[config.mk]
export PLATFORM = sky130hd
export DESIGN_NAME = mac_driver
export DESIGN_NICKNAME = d
export VERILOG_FILES = /design/src/rtl/mac_driver.sv
export SDC_FILE = /design/constraint.sdc
export NUM_CORES = 1
export LEC_CHECK = 0
export BUFFER_PORTS_ARGS = -buffer_cell sky130_fd_sc_hd__buf_4
export CAP_MARGIN = 20
export CORE_MARGIN = 4
export CORE_UTILIZATION = 36
export DETAILED_ROUTE_END_ITERATION = 6
export GPL_ROUTABILITY_DRIVEN = 0
export PLACE_DENSITY = 0.65
export SLEW_MARGIN = 20
export SYNTH_ARGS = -nofsm -noshare
export SYNTH_HDL_FRONTEND = slang
export SYNTH_SLANG_ARGS = --single-unit
[constraint.sdc]
create_clock -name clk -period 7.7 [get_ports clk]
set_input_delay 0.385 -clock clk [delete_from_list [all_inputs] [get_ports clk]]
set_output_delay 0.385 -clock clk [all_outputs]
set_load 0.01 [all_outputs]
[src/rtl/mac_driver.sv]
// mac_driver: streams a stored operand vector into an external MAC and
// captures the accumulated dot-product when the stream ends.
// Optional build macro MAC_DRV_CHECK_EN adds a shadow sum of the streamed
// products. At capture it flags a MAC result that disagrees with the shadow
// sum, or a MAC that is not asserting valid.
module mac_driver #(
  parameter int DEPTH = 8
) (
  input  logic        clk,
  input  logic        reset_n,
  input  logic        wr_en,
  input  logic [2:0]  wr_addr,
  input  logic [7:0]  wr_a,
  input  logic [7:0]  wr_b,
  input  logic        start,
  input  logic [3:0]  len,
  output logic        busy,
  output logic        done,
  output logic [15:0] result,
  output logic        mismatch,
  output logic        mac_enable,
  output logic [7:0]  mac_a,
  output logic [7:0]  mac_b,
  input  logic        mac_valid,
  input  logic [15:0] mac_c
);

  typedef enum logic [1:0] {IDLE, STREAM, CAPTURE} state_t;

  state_t      r_state;
  state_t      w_next;

  // Storage is sized for the largest legal DEPTH; slots at or above DEPTH
  // are never written and never read.
  logic [15:0] r_mem [8];

  logic [3:0]  r_idx;
  logic [3:0]  r_len;
  logic        r_busy;
  logic        r_done;
  logic [15:0] r_result;
  logic        r_mac_en;
  logic [7:0]  r_mac_a;
  logic [7:0]  r_mac_b;

  logic [3:0]  w_eff_len;
  logic        w_accept;
  logic        w_wr_ok;
  logic        w_step;
  logic [15:0] w_slot;
  logic [15:0] w_slot0;

  // A requested length longer than the storage is clamped to DEPTH.
  assign w_eff_len = (len > 4'(DEPTH)) ? 4'(DEPTH) : len;
  assign w_accept  = (r_state == IDLE) && start && (w_eff_len != 4'd0);
  // A write that coincides with an accepted start is dropped.
  assign w_wr_ok   = (r_state == IDLE) && wr_en && !w_accept &&
                     ({1'b0, wr_addr} < 4'(DEPTH));
  assign w_step    = (r_state == STREAM) && (r_idx < r_len);
  assign w_slot    = r_mem[r_idx[2:0]];
  assign w_slot0   = r_mem[0];

  // Host writes into operand memory (deliberately not reset)
  always_ff @(posedge clk) begin
    if (w_wr_ok) r_mem[wr_addr] <= {wr_a, wr_b};
  end

  // FSM state register
  always_ff @(posedge clk or negedge reset_n) begin
    if (!reset_n) r_state <= IDLE;
    else          r_state <= w_next;
  end

  // FSM next-state decode
  always_comb begin
    w_next = r_state;
    case (r_state)
      IDLE:    if (w_accept) w_next = STREAM;
      STREAM:  if (!w_step)  w_next = CAPTURE;
      CAPTURE: w_next = IDLE;
      default: w_next = IDLE;
    endcase
  end

  // Registered outputs: operand streaming, result capture and handshake
  always_ff @(posedge clk or negedge reset_n) begin
    if (!reset_n) begin
      r_idx    <= 4'd0;
      r_len    <= 4'd0;
      r_busy   <= 1'b0;
      r_done   <= 1'b0;
      r_result <= 16'd0;
      r_mac_en <= 1'b0;
      r_mac_a  <= 8'd0;
      r_mac_b  <= 8'd0;
    end else begin
      r_done <= 1'b0;
      case (r_state)
        IDLE: begin
          if (w_accept) begin
            r_busy   <= 1'b1;
            r_mac_en <= 1'b1;
            r_mac_a  <= w_slot0[15:8];
            r_mac_b  <= w_slot0[7:0];
            r_idx    <= 4'd1;
            r_len    <= w_eff_len;
          end
        end
        STREAM: begin
          if (w_step) begin
            r_mac_a <= w_slot[15:8];
            r_mac_b <= w_slot[7:0];
            r_idx   <= r_idx + 4'd1;
          end else begin
            r_mac_en <= 1'b0;
            r_mac_a  <= 8'd0;
            r_mac_b  <= 8'd0;
          end
        end
        CAPTURE: begin
          r_result <= mac_c;
          r_done   <= 1'b1;
          r_busy   <= 1'b0;
          r_idx    <= 4'd0;
        end
        default: begin
          r_busy   <= 1'b0;
          r_mac_en <= 1'b0;
        end
      endcase
    end
  end

  assign busy       = r_busy;
  assign done       = r_done;
  assign result     = r_result;
  assign mac_enable = r_mac_en;
  assign mac_a      = r_mac_a;
  assign mac_b      = r_mac_b;

`ifdef MAC_DRV_CHECK_EN
  logic [15:0] r_shadow;
  logic        r_mismatch;

  // Product of one stored pair, wrapped to 16 bits like the MAC.
  function automatic logic [15:0] pair_prod(input logic [15:0] pair);
    return 16'(pair[15:8]) * 16'(pair[7:0]);
  endfunction

  // Shadow accumulation of streamed products and compare at capture
  always_ff @(posedge clk or negedge reset_n) begin
    if (!reset_n) begin
      r_shadow   <= 16'd0;
      r_mismatch <= 1'b0;
    end else begin
      if (w_accept)    r_shadow <= pair_prod(w_slot0);
      else if (w_step) r_shadow <= r_shadow + pair_prod(w_slot);
      if (r_state == CAPTURE) r_mismatch <= (mac_c != r_shadow) || !mac_valid;
    end
  end

  assign mismatch = r_mismatch;
`else
  logic w_unused_mac_valid;
  assign w_unused_mac_valid = mac_valid;
  assign mismatch           = 1'b0;
`endif

endmodule

==> reports/qor.tcl <==
set qor(maxSlewViolCount) 0
set qor(cts-resized-gates) 0
set qor(crit_arrival_ps) 3380
set qor(number_of_cells_produced_by_synthesis) 404
set qor(postSynthNetCount) 458
set qor(antenna_cells_inserted) 0
set qor(violations) {negative hold slack}
set qor(power.clock.fraction_pct) 27.2
set qor(netlist_top_cells_area) {sky130_fd_sc_hd__edfxtp_1, sky130_fd_sc_hd__dfrtp_1, sky130_fd_sc_hd__mux4_2, sky130_fd_sc_hd__mux2_2, sky130_fd_sc_hd__a31oi_2}
set qor(rsz0062_at_grt) {no}
set qor(static_leakage_nw) 3.09
set qor(drt-pass1-iter-count) 4
set qor(worst_path_maximum_fanout) 22
set qor(ioPinCount) 80
set qor(postCtsSetupRepairBufs) 0
set qor(route.final.wire_length_um) 13900
set qor(multi_input_area_mm2) 0.00200
set qor(drt-initial-drc-count) 225
set qor(synth-warning-count) 0
set qor(clkTransAtPathRegs_ps) 70
set qor(drive_above_1_share_pct) 41.4
set qor(critical_path.startpoint_type) {register}
set qor(via_count) 3718
set qor(detail-route-antenna-nets) 0
set qor(io_buffers) 77
set qor(cts.hold.buffers_added) 0
set qor(grt_usage_pct) 13.6
set qor(setup_total_negative_slack_ps) 0
set qor(final-hold-violation-count) 23
set qor(timing.final.crit_period_ps) 3090
set qor(p_sw_mw) 0.960
set qor(core.rowCount) 51
set qor(area_delta_synth_final_pct) 20.6
set qor(worstMarginPinSlew_ps) 1080
set qor(clkLatencyLatePin_ps) 420
set qor(placed_cell_areas_mm2) 0.00797
set qor(cts-buffers-inserted) 17
set qor(yosysTopAreaCell) {sky130_fd_sc_hd__edfxtp_1}
set qor(power_report.internal_total_mw) 2.13
set qor(dieHeight_um) 148
set qor(cellPowerDensity_mw_per_mm2) 361
set qor(finalSetupViolations) 0
set qor(post-route-cell-area_mm2) 0.00856
set qor(final_cell_mix) {sky130_fd_sc_hd__edfxtp_1, sky130_fd_sc_hd__buf_4, sky130_fd_sc_hd__dfrtp_1}
set qor(yosysSeqAreaShare_pct) 70.1
set qor(max-vdd-ir-drop_v) 0.000180
set qor(fraction_of_post_synthesis_cell_area_in_the_top_cell_type_by_area_pct) 54.2
set qor(root_buffer) {sky130_fd_sc_hd__clkbuf_16}
set qor(grt_antenna_before_repair) 0
set qor(whs_ps) -12.4
set qor(seq_area_mm2) 0.00497
set qor(switching_share_pct) 31.1
set qor(worst_hold_path_type) {input pin to asynchronous set/reset pin}
set qor(synth_enable_flop_cells) 128
set qor(worst-endpoint-required_ps) 7990
set qor(chipWidth_um) 148
set qor(sequentialPowerShare_pct) 39.2
set qor(final.period_utilization_pct) 40.1
set qor(outcome) {finished, violations left}
set qor(cts_tree) {yes}
set qor(timing.slew.headroom_pct) 28.0
set qor(viasPerCell) 4.86
set qor(nNetsFinal) 541
set qor(p_comb_share_pct) 33.6
set qor(post-layout-total-power_mw) 3.09
set qor(grt.overflow.total) 0
set qor(async_reset_ff_share_pct) 26.0
set qor(pin_count_of_the_biggest_net_entering_global_routing) 46
set qor(post-dp-hpwl_um) 8640
set qor(timing_worst_setup_path_type) {register to register}
set qor(maxCapViolCount) 0
set qor(cts_max_path_buffers) 2
set qor(netlist_cell_types) 46
set qor(layout_commonest_cell) {sky130_fd_sc_hd__edfxtp_1}
set qor(die_area_mm2) 0.0220
set qor(cts.sink_count) 173
set qor(htreeDepth) 4
set qor(starting_density_pct) 36.6
set qor(syn_area_per_cell_um2) 17.6
set qor(type_of_destination_of_the_critical_path) {register}
set qor(fin_worst_skew_ps) 14.2
set qor(final.fill_count) 1728
set qor(avg_wl_per_cell_um) 18.2
set qor(top_flip_flop_cell_by_instance_count_after_synthesis) {sky130_fd_sc_hd__edfxtp_1}
set qor(first_pass_grt_wire_length_um) 22300
set qor(coreArea_mm2) 0.0194
set qor(synthesis.area_mm2) 0.00709
set qor(max_fclk_mhz) 324
set qor(detail_route.drc_violations) 0
set qor(first_global_vias) 3971
set qor(ys_seq_elements) 173
critical path, stage by stage, from the launching register on:
cell and delay (ps):
sky130_fd_sc_hd__dfrtp_1 1060, sky130_fd_sc_hd__ha_1 380, sky130_fd_sc_hd__o21a_1 180, sky130_fd_sc_hd__or3_1 350
sky130_fd_sc_hd__nand2_2 500, sky130_fd_sc_hd__nor2_1 150, sky130_fd_sc_hd__mux2_1 340
layer usage:
| metal | GRT usage, % | wire (um) |
|---|---|---|
| met5 | 0 | 0 |
| met4 | 5.03 | 125 |
| met3 | 3.26 | 1050 |
| met2 | 23.0 | 7010 |
| met1 | 17.1 | 5750 |
flip-flops by register name (all words and copies together), names as in the netlist, 2 cells and up:
name     flops
r_idx        4
r_state      2
result      16
mac_a        8
r_len        4
mac_b        8
r_mem      128
logic make-up (layout without fill, tap and decap cells):
| family | count (synthesis) | in the layout | share of synthesized area, % |
|---|---|---|---|
| DFF | 173 | 173 | 70.1 |
| buffers and inverters | 28 | 124 | 2.17 |
| muxes | 67 | 67 | 15.7 |
| and+or+nand+nor | 90 | 90 | 5.98 |
| AOI/OAI and AO/OA | 35 | 35 | 4.29 |
| other | 1 | 1 | 0.0529 |
| adders and majority gates | 10 | 10 | 1.76 |
cell type report:
class | count | share of cell area [%]
tap | 265 | 3.87
sequential | 173 | 58.1
multi-input combinational | 203 | 23.4
clock inverter | 13 | 1.78
clock buffer | 19 | 5.06
inverter | 7 | 0.307
timing repair buffer | 85 | 7.46
worst paths after layout:
kind,from,endpoint,slack [ps],cells past startpoint
min in group clk,wr_a[7],r_mem[2][15],190,1
worst min-delay path,reset_n,mac_b[0],-10,1
worst min register to register,r_len[3],r_len[3],510,1
max in group asynchronous,reset_n,r_idx[0],7270,1
worst max-delay path,r_idx[2],r_state[1],4610,6
worst max register to register,r_idx[2],r_state[1],4610,6
power groups by stage:
stage | combinational, mW | sequential (mW) | clock (mW)
floorplan | 0.716 | 1.26 | 0
global placement | 1.04 | 1.23 | 0
detailed placement | 1.06 | 1.23 | 0
CTS | 1.07 | 1.21 | 0.862
global route | 1.15 | 1.23 | 0.903
finish | 1.04 | 1.21 | 0.841
per-stage QoR:
step / setup slack [ps] / std cells / hold slack (ps) / util [%]
6_report: 4610 / 765 / -12.4 / 44.1
5_1_grt: 4460 / 765 / 22.2 / 44.1
4_1_cts: 4530 / 765 / 1.62 / 44.1
3_5_place_dp: 4560 / 733 / 456 / 41.1
3_3_place_gp: 4620 / 733 / 446 / 41.1
2_1_floorplan: 4960 / 404 / 89.4 / -
Yosys cell counts (2+ instances only):
master / count
sky130_fd_sc_hd__dfrtp_1: 45
sky130_fd_sc_hd__nor2_1: 30
sky130_fd_sc_hd__a31oi_1: 5
sky130_fd_sc_hd__nand2_2: 11
sky130_fd_sc_hd__edfxtp_1: 128
sky130_fd_sc_hd__buf_4: 3
sky130_fd_sc_hd__nand2_1: 28
sky130_fd_sc_hd__a31oi_2: 10
sky130_fd_sc_hd__mux2_2: 32
sky130_fd_sc_hd__ha_1: 10
sky130_fd_sc_hd__mux2_1: 2
sky130_fd_sc_hd__nand2b_1: 6
sky130_fd_sc_hd__o21ai_0: 4
sky130_fd_sc_hd__clkbuf_1: 9
sky130_fd_sc_hd__inv_1: 7
sky130_fd_sc_hd__a21o_1: 2
sky130_fd_sc_hd__a21oi_1: 3
sky130_fd_sc_hd__o211ai_1: 2
sky130_fd_sc_hd__buf_2: 5
sky130_fd_sc_hd__mux4_2: 32
sky130_fd_sc_hd__buf_6: 2
sky130_fd_sc_hd__nor3_1: 4
Note: power is estimated with default switching activity, not from simulation.
